### config.mk
export PLATFORM = sky130hd
export DESIGN_NAME = adc_scan_avg
export DESIGN_NICKNAME = d
export VERILOG_FILES = /design/src/rtl/adc_scan_avg.sv
export SDC_FILE = /design/constraint.sdc
export NUM_CORES = 1
export LEC_CHECK = 0
export CORE_MARGIN = 2
export CORE_UTILIZATION = 40
export DETAILED_ROUTE_END_ITERATION = 10
export PLACE_DENSITY = 0.61
export SKIP_CTS_REPAIR_TIMING = 1
export SYNTH_ARGS = -nofsm -noshare
export SYNTH_HDL_FRONTEND = slang
export SYNTH_SLANG_ARGS = --single-unit
### constraint.sdc
create_clock -name clk -period 4.8 [get_ports clk]
set_clock_uncertainty 0.2 [all_clocks]
set_input_delay 0.72 -clock clk [delete_from_list [all_inputs] [get_ports clk]]
set_output_delay 0.72 -clock clk [all_outputs]
set_load 0.01 [all_outputs]
### src/rtl/adc_scan_avg.sv
// adc_scan_avg: round-robin channel scanner and per-channel
// averager driving an ADC128S052 serial capture stage.
module adc_scan_avg #(
  parameter int avg_log2 = 2
) (
  input  logic        clk,
  input  logic        rst,
  input  logic        scan_en,
  input  logic [7:0]  channel_mask,
  input  logic        adc_ready,
  input  logic [11:0] d_signal,
  output logic        adc_en,
  output logic        adc_ack,
  output logic [2:0]  address,
  output logic        result_valid,
  input  logic        result_ready,
  output logic [2:0]  result_ch,
  output logic [11:0] result_data,
  output logic        busy
);

  localparam int AW = 12 + avg_log2;
  localparam int CW = avg_log2 + 1;
  localparam logic [CW-1:0] LAST =
    CW'((1 << avg_log2) - 1);

  localparam logic [1:0] IDLE = 2'd0;
  localparam logic [1:0] WAIT = 2'd1;
  localparam logic [1:0] ACK  = 2'd2;

  logic [1:0]    state;
  logic [AW-1:0] acc;
  logic [CW-1:0] cnt;
  logic [CW-1:0] issue_cnt;
  logic [2:0]    tag;
  logic          tag_valid;
  logic          stop_pend;

  logic          start;
  logic          stall;
  logic          capture;
  logic          go_idle;
  logic          last_issue;
  logic          done;
  logic [2:0]    first_ch;
  logic [2:0]    next_ch;
  logic [AW-1:0] sum;

  assign start      = scan_en && (|channel_mask);
  assign stall      = result_valid && !result_ready;
  assign capture    = (state == WAIT) && scan_en &&
                      adc_ready && !stall;
  assign go_idle    = ((state == WAIT) && !scan_en) ||
                      ((state == ACK) && !adc_ready &&
                       (!scan_en || stop_pend));
  assign last_issue = (issue_cnt == LAST);
  assign done       = (cnt == LAST);
  assign sum        = acc + AW'(d_signal);

  // lowest enabled channel, used when a scan starts
  always_comb begin
    first_ch = 3'd0;
    for (int i = 7; i >= 0; i--)
      if (channel_mask[i]) first_ch = 3'(i);
  end

  // next enabled channel above the current one, wrapping
  always_comb begin
    next_ch = address;
    for (int i = 7; i >= 1; i--)
      if (channel_mask[3'(address + 3'(i))])
        next_ch = 3'(address + 3'(i));
  end

  // scan state, address schedule and sample channel tag
  always_ff @(posedge clk or posedge rst) begin
    if (rst) begin
      state     <= IDLE;
      address   <= 3'd0;
      issue_cnt <= '0;
      tag       <= 3'd0;
      tag_valid <= 1'b0;
      stop_pend <= 1'b0;
    end else begin
      case (state)
        IDLE: begin
          if (start) begin
            state     <= WAIT;
            address   <= first_ch;
            issue_cnt <= '0;
            tag_valid <= 1'b0;
            stop_pend <= 1'b0;
          end
        end
        WAIT: begin
          if (go_idle) begin
            state     <= IDLE;
            tag_valid <= 1'b0;
          end else if (capture) begin
            state     <= ACK;
            tag       <= address;
            tag_valid <= 1'b1;
            if (last_issue) begin
              issue_cnt <= '0;
              address   <= next_ch;
              stop_pend <= ~|channel_mask;
            end else begin
              issue_cnt <= issue_cnt + 1'b1;
            end
          end
        end
        ACK: begin
          if (go_idle) begin
            state     <= IDLE;
            tag_valid <= 1'b0;
          end else if (!adc_ready) begin
            state <= WAIT;
          end
        end
        default: state <= IDLE;
      endcase
    end
  end

  // running sum; a partial average is dropped on leaving the scan
  always_ff @(posedge clk or posedge rst) begin
    if (rst) begin
      acc <= '0;
      cnt <= '0;
    end else if ((state == IDLE) || go_idle) begin
      acc <= '0;
      cnt <= '0;
    end else if (capture && tag_valid) begin
      if (done) begin
        acc <= '0;
        cnt <= '0;
      end else begin
        acc <= sum;
        cnt <= cnt + 1'b1;
      end
    end
  end

  // averaged result register with valid/ready hold
  always_ff @(posedge clk or posedge rst) begin
    if (rst) begin
      result_valid <= 1'b0;
      result_ch    <= 3'd0;
      result_data  <= 12'd0;
    end else if (capture && tag_valid && done) begin
      result_valid <= 1'b1;
      result_ch    <= tag;
      result_data  <= 12'(sum >> avg_log2);
    end else if (result_ready) begin
      result_valid <= 1'b0;
    end
  end

  assign adc_en  = (state != IDLE);
  assign adc_ack = (state == ACK);
  assign busy    = (state != IDLE);

endmodule

==> results of run 1 <==
## final timing paths
kind / to / slack (ps) / cells past startpoint
min in group asynchronous: result_ch[1] / 760 / 2
hold reg to reg: result_data[2] / 280 / 2
hold / removal: result_data[2] / 280 / 2
setup / recovery: address[1] / 1310 / 9
max in group asynchronous: cnt[2] / 3030 / 2
setup reg to reg: address[1] / 1310 / 9
## power by group
part | leakage (nW) | switching [W] | internal, W | total, W
Sequential | 0.627 | 0.0000583 | 0.000420 | 0.000479
Clock | 0.0579 | 0.000134 | 0.000153 | 0.000287
Combinational | 1.06 | 0.000446 | 0.000368 | 0.000814
Total | 1.74 | 0.000639 | 0.000942 | 0.00158
## worst register-to-register path, cell delays in order, from the launching register on
cell and delay (ps):
dfrtp_1 700, inv_1 200, ha_1 500, mux4_1 670, mux2i_1 380, nor2_1 70
a31oi_1 160, o22a_1 150, o22ai_1 70, o31a_2 280
## registers in the layout (all words and copies together) (netlist names)
signal / flops
stop_pend: 1
result_ch: 3
tag: 3
issue_cnt: 3
result_data: 12
cnt: 3
acc: 14
address: 3
result_valid: 1
state: 2
tag_valid: 1
## area by class of cell
cell class | instances | area (µm²) | share of cell area
multi-input combinational | 263 | 1886 | 0.4917
sequential | 46 | 1151 | 0.3002
timing repair buffer | 50 | 490.5 | 0.1279
tap | 102 | 127.6 | 0.03328
inverter | 19 | 71.32 | 0.01860
clock buffer | 5 | 68.82 | 0.01794
clock inverter | 3 | 40.04 | 0.01044
## stage by stage
| step | utilization | std cells |
|---|---|---|
| 4_1_cts | 0.4963 | 488 |
| 2_1_floorplan | - | 341 |
| 5_1_grt | 0.4963 | 488 |
| 3_5_place_dp | 0.4822 | 480 |
| 3_3_place_gp | 0.4822 | 480 |
| 6_report | 0.4963 | 488 |
## metal layers
layer	routed length [µm]	vias to the layer above
li1	-	1343
met1	3479	1313
met2	3530	76
met3	306	15
met4	176	0
met5	0	-
## cell usage in the layout, fill, tap and decap left out, types with 3 or more instances in the layout
| cell type | count |
|---|---|
| a21boi_0 | 3 |
| a21o_1 | 3 |
| a21oi_1 | 22 |
| a22o_1 | 11 |
| a31oi_1 | 5 |
| buf_4 | 4 |
| clkbuf_8 | 5 |
| clkdlybuf4s50_1 | 46 |
| dfrtp_1 | 46 |
| ha_1 | 16 |
| inv_1 | 18 |
| mux2_2 | 7 |
| mux2i_1 | 7 |
| mux4_1 | 5 |
| nand2_1 | 53 |
| nand2b_1 | 5 |
| nand3_1 | 6 |
| nor2_1 | 17 |
| nor2b_1 | 4 |
| nor3_1 | 8 |
| nor4_1 | 5 |
| o21a_1 | 5 |
| o21ai_0 | 18 |
| o21bai_1 | 3 |
| o31ai_1 | 5 |
| or3_1 | 3 |
| xnor2_1 | 7 |
| xor2_1 | 4 |
## kinds of logic (layout without fill, tap and decap cells)
group,after synthesis,after routing,synth area share
AO/OA/AOI/OAI,102,102,0.2236
XOR/XNOR,11,11,0.03031
adder cells (fa/ha/maj),17,17,0.06929
buffers and inverters,32,77,0.04449
flip-flops,46,46,0.3622
multiplexers,21,21,0.1024
AND/OR/NAND/NOR,112,112,0.1677
==> results.py, run 1 <==
metrics = {
    "outcome": {
        "status": "complete, no violations",
    },
    "global_route": {
        "global_route.overflow_total": 0,
        "grt.total_usage": 0.1797,
        "grt_use_met2": 0.2995,
        "met3_track_demand_over_resource": 0.02417,
        "grt_antenna_before_repair": 0,
        "gr_peak_layer": "met2",
        "groute.layer.met1.usage": 0.2370,
        "pin_count_of_the_biggest_net_entering_global_routing": 47,
        "grt_pass1_wl_um": 12590,
        "grt_pass1_vias": 2701,
    },
    "placed_design": {
        "dp_hpwl_um": 5527,
        "place_ws_ps": 1280,
        "port_buffers": 46,
        "detailed_place.area_mm2": 0.003726,
        "globalplace.congestion": 0.8886,
    },
    "route": {
        "routed_via_density": 5.629,
        "drtIter0Drc": 113,
        "firstDrtPassIters": 4,
        "via_count": 2747,
        "routed_wl_um": 7492,
        "post_route_ant_nets": 0,
        "routedWlPerCell_um": 15.35,
        "drc": 0,
    },
    "critical_path": {
        "worst_setup_path_end_kind": "flop",
        "critical_path.top_delay_family": "multiplexers",
        "critPathLaunchType": "flop",
        "critPathMaxStageDelay_ps": 700,
        "crit_path_start": "address[0]",
        "arrival_time_at_the_worst_endpoint_ps": 3470,
        "crit_slowest_cell": "dfrtp_1",
        "critical_path.cell_chain": "inv_1 -> ha_1 -> mux4_1 -> mux2i_1 -> nor2_1 -> a31oi_1 -> o22a_1 -> o22ai_1 -> o31a_2",
        "worstPathMaxFanout": 14,
        "setup.worst_path.class": "reg -> reg",
        "critical_path_buf_inv_count": 1,
        "critical_path.reg2reg.startpoint": "address[0]",
        "critical_path_required_ps": 4780,
    },
    "cells_and_area": {
        "fillCellCount": 722,
        "area_growth_syn_to_layout_pct": 20.67,
        "finalNetCount": 427,
        "layout-drive-gt1-share": 0.08549,
        "fin_area_mm2": 0.003835,
        "n_antenna_cell": 0,
    },
    "floorplanning": {
        "floorplan.rows": 32,
        "initial_utilization": 0.4113,
        "floorplan.core_area_mm2": 0.007727,
        "die_height_um": 93.14,
        "floorplan.die_area_mm2": 0.008674,
        "design.portCount": 47,
        "fp.dieW_um": 93.14,
    },
    "timing": {
        "report.final.hold_viol_count": 0,
        "post_route_fraction_of_the_period_consumed_by_the_critical_path": 0.7263,
        "final-setup-viol-count": 0,
        "worst_slew_pin_slew_ps": 974.3,
        "fin_hold_ws_ps": 275.7,
        "maxSlewViolCount": 0,
        "tns_ps": 0,
        "max_slew_margin": 0.3495,
        "post-route-worst-setup-slack_ps": 1314,
        "timing.fmax_mhz": 286.9,
        "rsz0062_at_grt": "no",
        "layout_min_cycle_time_ps": 3486,
    },
    "yosys": {
        "postSynthRegisterBits": 46,
        "synth_enable_flop_cells": 0,
        "top_post_synthesis_cells_by_area": "dfrtp_1 (36%), ha_1 (6.3%), nand2_1 (6.3%)",
        "yosys_warnings": 0,
        "leading_cell_type_by_number_of_instances_after_synthesis": "nand2_1",
        "syn_avg_cell_area_um2": 9.320,
        "syn_nets": 383,
        "synth_top_cells_by_count": "nand2_1 (53), dfrtp_1 (46), a21oi_1 (22)",
        "netlist_area_mm2": 0.003178,
        "synth_top_area_frac": 0.3622,
        "yosysSeqAreaShare": 0.3622,
        "post-synth-top-area-cell": "dfrtp_1",
        "postSynthCellCount": 341,
        "synth_flop_cell": "dfrtp_1",
        "proportion_of_synthesized_flip_flops_having_asynchronous_set_or_reset": 1.000,
        "netlist-cell-type-count": 62,
    },
    "power_and_ir_drop": {
        "p_per_area_mw_per_mm2": 412.1,
        "vdd_ir_drop_max_mv": 0.3645,
        "p_total_w": 0.001580,
        "static-leakage-power_nw": 1.743,
    },
    "cts": {
        "numCtsBuffers": 5,
        "ctsHtreeMaxLevel": 2,
        "root_buffer": "clkbuf_8",
        "numClockSinks": 46,
        "clock_path_buffers": 2,
        "clk_pin_slew_worst_paths_ps": 90,
        "cts_tree": "yes",
        "clock_latency_ps": 300,
    },
    "min_path": {
        "timing.hold.worst.class": "reg -> reg",
        "hold_start": "result_data[2]",
    },
    "run": {
        "drv_cap": 0,
    },
}
No activity file was read; power rests on OpenSTA's default activity.
==> run 2: changes to the inputs <==
==> constraint.sdc (replaced) <==
create_clock -name clk -period 3.52 [get_ports clk]
set_clock_uncertainty 0.2 [all_clocks]
set_input_delay 0.528 -clock clk [delete_from_list [all_inputs] [get_ports clk]]
set_output_delay 0.528 -clock clk [all_outputs]
set_load 0.01 [all_outputs]
==> results.py, run 2 (same netlist as run 1, synthesis figures left out) <==
metrics = {
    "critical_path": {
        "r2r_end": "address[1]",
        "critical_path.reg2reg.startpoint": "address[1]",
        "crit_path_end": "result_data[10]",
        "setup.worst_path.class": "in -> reg",
        "critPathLaunchType": "input pin",
        "crit_path_start": "d_signal[0]",
        "worst-r2r-setup-slack_ps": 430,
        "worstPathMaxFanout": 4,
        "timing.reg2reg.worst_path_depth": 9,
        "worst_setup_path_end_kind": "flop",
        "critical_path_required_ps": 3520,
        "arrival_time_at_the_worst_endpoint_ps": 3150,
    },
    "cells_and_area": {
        "largestRegisters": "acc x14, result_data x12",
        "fillCellCount": 742,
        "largest-register": "acc",
        "leading_cell_type_in_the_layout_fill_and_taps_excluded": "nand2_1",
        "n_antenna_cell": 0,
        "largest_register_ffs": 14,
        "most_frequent_cells_in_the_layout": "nand2_1 (53), dfrtp_1 (46), clkdlybuf4s50_1 (46)",
        "area_growth_syn_to_layout_pct": 20.55,
        "finalNetCount": 430,
        "layout-drive-gt1-share": 0.08786,
        "instances_no_fill": 489,
    },
    "power_and_ir_drop": {
        "static-leakage-power_nw": 1.743,
        "vdd_ir_drop_max_mv": 0.5117,
        "p_per_area_mw_per_mm2": 548.5,
    },
    "timing": {
        "maxSlewViolCount": 0,
        "worst_slew_pin_slew_ps": 947.8,
        "rsz0062_at_grt": "no",
        "layout_min_cycle_time_ps": 3149,
        "timing.fmax_mhz": 317.6,
        "report.final.hold_viol_count": 0,
        "post_route_fraction_of_the_period_consumed_by_the_critical_path": 0.8946,
        "tns_ps": 0,
        "final-setup-viol-count": 0,
        "max_slew_margin": 0.3672,
    },
    "route": {
        "post_route_ant_nets": 0,
        "drtIter0Drc": 77,
        "routed_wl_um": 7488,
        "routed_via_density": 5.634,
        "via_count": 2755,
        "routedWlPerCell_um": 15.31,
        "firstDrtPassIters": 4,
        "drc": 0,
    },
    "global_route": {
        "global_route.overflow_total": 0,
        "grt_pass1_wl_um": 12660,
        "grt.total_usage": 0.1811,
        "grt_pass1_vias": 2785,
        "grt_antenna_before_repair": 0,
        "pin_count_of_the_biggest_net_entering_global_routing": 47,
    },
    "cts": {
        "numCtsBuffers": 5,
        "clk_pin_slew_worst_paths_ps": 80,
        "clock_latency_ps": 300,
        "numClockSinks": 46,
        "ctsHtreeMaxLevel": 2,
        "root_buffer": "clkbuf_8",
        "clock_path_buffers": 2,
        "cts_tree": "yes",
    },
    "min_path": {
        "timing.hold.worst.class": "reg -> reg",
    },
    "floorplanning": {
        "die_height_um": 93.14,
        "floorplan.rows": 32,
        "floorplan.core_area_mm2": 0.007727,
        "fp.dieW_um": 93.14,
        "design.portCount": 47,
        "floorplan.die_area_mm2": 0.008674,
        "initial_utilization": 0.4113,
    },
    "placed_design": {
        "place_inst": 483,
        "globalplace.congestion": 0.8859,
        "port_buffers": 46,
        "dp_hpwl_um": 5639,
    },
    "outcome": {
        "status": "complete, no violations",
    },
    "run": {
        "drv_cap": 0,
    },
}
==> run 2: changes by cell type in the layout (fill, tap and decap cells not counted) <==
cell	change
bufinv_16	-1
buf_4	+3
clkinv_2	-2
clkbuf_8	+1
==> run 2: how the worst min path moves through the flow <==
stage	start	to	slack, ps	cells after the start
floorplan	tag[0]	result_ch[0]	240	2
global route	result_ch[0]	result_ch[0]	310	2
CTS	result_data[1]	result_data[1]	280	2
detailed placement	result_data[1]	result_data[1]	260	2
global placement	result_data[1]	result_data[1]	260	2
finish	result_data[1]	result_data[1]	280	2
==> run 2: metal layers <==
layer / share of wire / wire length [µm] / track usage / up-vias
met2: 0.50 / 3733 / 0.3225 / 62
met5: 0 / 0 / 0 / -
met3: 0.041 / 310 / 0.03143 / 13
met4: 0.020 / 153 / 0.07108 / 0
li1: - / - / - / 1349
met1: 0.44 / 3291 / 0.2171 / 1331
==> run 2: layout make-up <==
type,count,area [µm²],area share
Multi-Input combinational cell,263,1886,0.4922
Sequential cell,46,1151,0.3005
Timing Repair Buffer,53,513.0,0.1339
Tap cell,102,127.6,0.03331
Clock buffer,6,82.58,0.02155
Inverter,19,71.32,0.01862
==> run 2: per-stage QoR <==
stage,total power [W],hold slack (ps),util,setup WS [ps],area [µm²]
after floorplan,0.001501,238.6,-,388.1,3178
after global placement,0.001765,259.2,0.4851,254.1,3749
after detailed placement,0.001782,263.6,0.4851,124.7,3749
after CTS,0.002112,283.9,0.4958,407.8,3831
after global routing,0.002256,314.0,0.4958,191.3,3831
final,0.002102,278.8,0.4958,371.1,3831
==> run 2: critical path: stages <==
cell,delay [ps]
clkdlybuf4s50_1,460
ha_1,170
inv_1,60
fa_1,390
nor2b_1,120
o21ai_0,120
a21boi_1,300
o211ai_1,160
a211oi_1,490
nor4_1,110
o31ai_1,250
==> run 2: report_power, final <==
group          total, W  internal [W]  switching (W)
Clock          0.000324      0.000152       0.000172
Combinational   0.00115      0.000520       0.000629
Sequential     0.000628      0.000574      0.0000544
Total           0.00210       0.00125       0.000856
==> run 3: changes to the inputs <==
--- a/config.mk
+++ b/config.mk
@@ -5,7 +5,8 @@
 export SDC_FILE = /design/constraint.sdc
 export NUM_CORES = 1
 export LEC_CHECK = 0
-export CORE_MARGIN = 2
+export CORE_ASPECT_RATIO = 0.5
+export CORE_MARGIN = 10
 export CORE_UTILIZATION = 40
 export DETAILED_ROUTE_END_ITERATION = 10
 export PLACE_DENSITY = 0.61
==> results.py, run 3 (same netlist as run 1, synthesis figures left out) <==
metrics = {
    "outcome": {
        "status": "complete, no violations",
    },
    "cells_and_area": {
        "layout-drive-gt1-share": 0.09231,
        "leading_cell_type_in_the_layout_fill_and_taps_excluded": "nand2_1",
        "largest_register_ffs": 14,
        "finalNetCount": 431,
        "area_growth_syn_to_layout_pct": 23.07,
        "most_frequent_cells_in_the_layout": "nand2_1 (53), dfrtp_1 (46), clkdlybuf4s50_1 (46)",
        "fin_area_mm2": 0.003911,
        "largestRegisters": "acc x14, result_data x12",
        "n_antenna_cell": 0,
        "largest-register": "acc",
    },
    "timing": {
        "tns_ps": 0,
        "post_route_fraction_of_the_period_consumed_by_the_critical_path": 0.8859,
        "timing.fmax_mhz": 320.7,
        "maxSlewViolCount": 0,
        "report.final.hold_viol_count": 0,
        "rsz0062_at_grt": "no",
        "worst_slew_pin_slew_ps": 942.0,
        "max_slew_margin": 0.3711,
        "final-setup-viol-count": 0,
        "layout_min_cycle_time_ps": 3118,
    },
    "min_path": {
        "min_to": "result_ch[2]",
        "timing.hold.worst.class": "reg -> reg",
        "whs_path_depth": 2,
        "hold_start": "tag[2]",
    },
    "floorplanning": {
        "fp.dieW_um": 146.1,
        "floorplan.core_area_mm2": 0.007515,
        "die_height_um": 83.03,
        "floorplan.die_area_mm2": 0.01213,
        "floorplan.rows": 22,
        "initial_utilization": 0.4229,
        "design.portCount": 47,
    },
    "cts": {
        "numCtsBuffers": 5,
        "clock_latency_ps": 290,
        "root_buffer": "clkbuf_16",
        "ctsHtreeMaxLevel": 2,
        "numClockSinks": 46,
        "clk_pin_slew_worst_paths_ps": 60,
        "clock_path_buffers": 2,
        "cts_tree": "yes",
    },
    "critical_path": {
        "critical_path_required_ps": 3510,
        "worstPathMaxFanout": 4,
        "worst-r2r-setup-slack_ps": 420,
        "timing.reg2reg.worst_path_depth": 9,
        "arrival_time_at_the_worst_endpoint_ps": 3100,
        "setup.worst_path.class": "in -> reg",
        "worst_setup_path_end_kind": "flop",
        "critical_path.reg2reg.startpoint": "address[1]",
        "r2r_end": "address[1]",
        "critPathLaunchType": "input pin",
    },
    "global_route": {
        "grt_antenna_before_repair": 0,
        "grt_pass1_vias": 2851,
        "global_route.overflow_total": 0,
        "grt_pass1_wl_um": 13720,
        "pin_count_of_the_biggest_net_entering_global_routing": 47,
        "grt.total_usage": 0.1318,
    },
    "placed_design": {
        "detailed_place.area_mm2": 0.003764,
        "globalplace.congestion": 0.8744,
        "port_buffers": 46,
        "dp_hpwl_um": 6067,
    },
    "route": {
        "routed_wl_um": 7962,
        "routedWlPerCell_um": 15.99,
        "drc": 0,
        "post_route_ant_nets": 0,
        "routed_via_density": 5.530,
        "firstDrtPassIters": 6,
        "drtIter0Drc": 169,
        "via_count": 2754,
    },
    "power_and_ir_drop": {
        "p_per_area_mw_per_mm2": 578.2,
        "static-leakage-power_nw": 1.778,
        "vdd_ir_drop_max_mv": 0.3859,
    },
    "run": {
        "drv_cap": 0,
    },
}
==> run 3: cell types whose count changed in the layout (fill, tap and decap cells not counted) <==
cell | previous run | this run
clkbuf_16 | 0 | 5
clkbuf_8 | 6 | 1
buf_4 | 7 | 8
clkbuf_1 | 0 | 1
clkinv_2 | 0 | 1
==> run 3: critical path: stages <==
cell and delay (ps):
clkdlybuf4s50_1 480, ha_1 170, inv_1 50, fa_1 400, nor2b_1 130, o21ai_0 120
a21boi_1 250, o211ai_1 160, a211oi_1 430, nor4_1 100, o31ai_1 270
==> run 3: layer usage <==
metal | track usage | part of all wire | up-vias
met3 | 0.02219 | 0.041 | 13
li1 | - | - | 1347
met2 | 0.2243 | 0.49 | 68
met1 | 0.1645 | 0.46 | 1326
met5 | 0 | 0 | -
met4 | 0.04843 | 0.014 | 0
==> run 3: worst max-delay path by stage <==
stage / depth (start not counted) / to / from / slack, ps
finish: 11 / result_data[10] / d_signal[0] / 400
global route: 11 / result_data[10] / d_signal[0] / 150
CTS: 11 / result_data[10] / d_signal[0] / 420
detailed placement: 11 / result_data[10] / d_signal[0] / 120
global placement: 9 / result_data[9] / d_signal[1] / 270
floorplan: 11 / address[1] / address[1] / 390
==> run 3: cell type report <==
type | count | area (µm²)
well taps | 108 | 135.1
fillers | 702 | 3603
clock buffers | 7 | 142.6
flip-flops and latches | 46 | 1151
repair buffers | 54 | 520.5
multi-input cells | 263 | 1886
inverters | 19 | 71.32
clock inverters | 1 | 5.005
==> run 3: stage by stage <==
stage	utilization	setup slack, ps	instances	total power (W)	hold slack [ps]
floorplan	-	388.1	341	0.001501	238.6
global placement	0.5008	265.8	490	0.001774	261.4
detailed placement	0.5008	125.0	490	0.001786	266.4
CTS	0.5205	421.2	498	0.002271	281.8
global route	0.5205	149.2	498	0.002413	298.7
finish	0.5205	401.7	498	0.002261	275.9
==> run 3: power breakdown <==
group	leakage [nW]	switching, W	total, W	internal, W
combinational	1.08	0.000638	0.00116	0.000520
sequential	0.627	0.0000525	0.000627	0.000575
clock	0.0739	0.000194	0.000476	0.000282
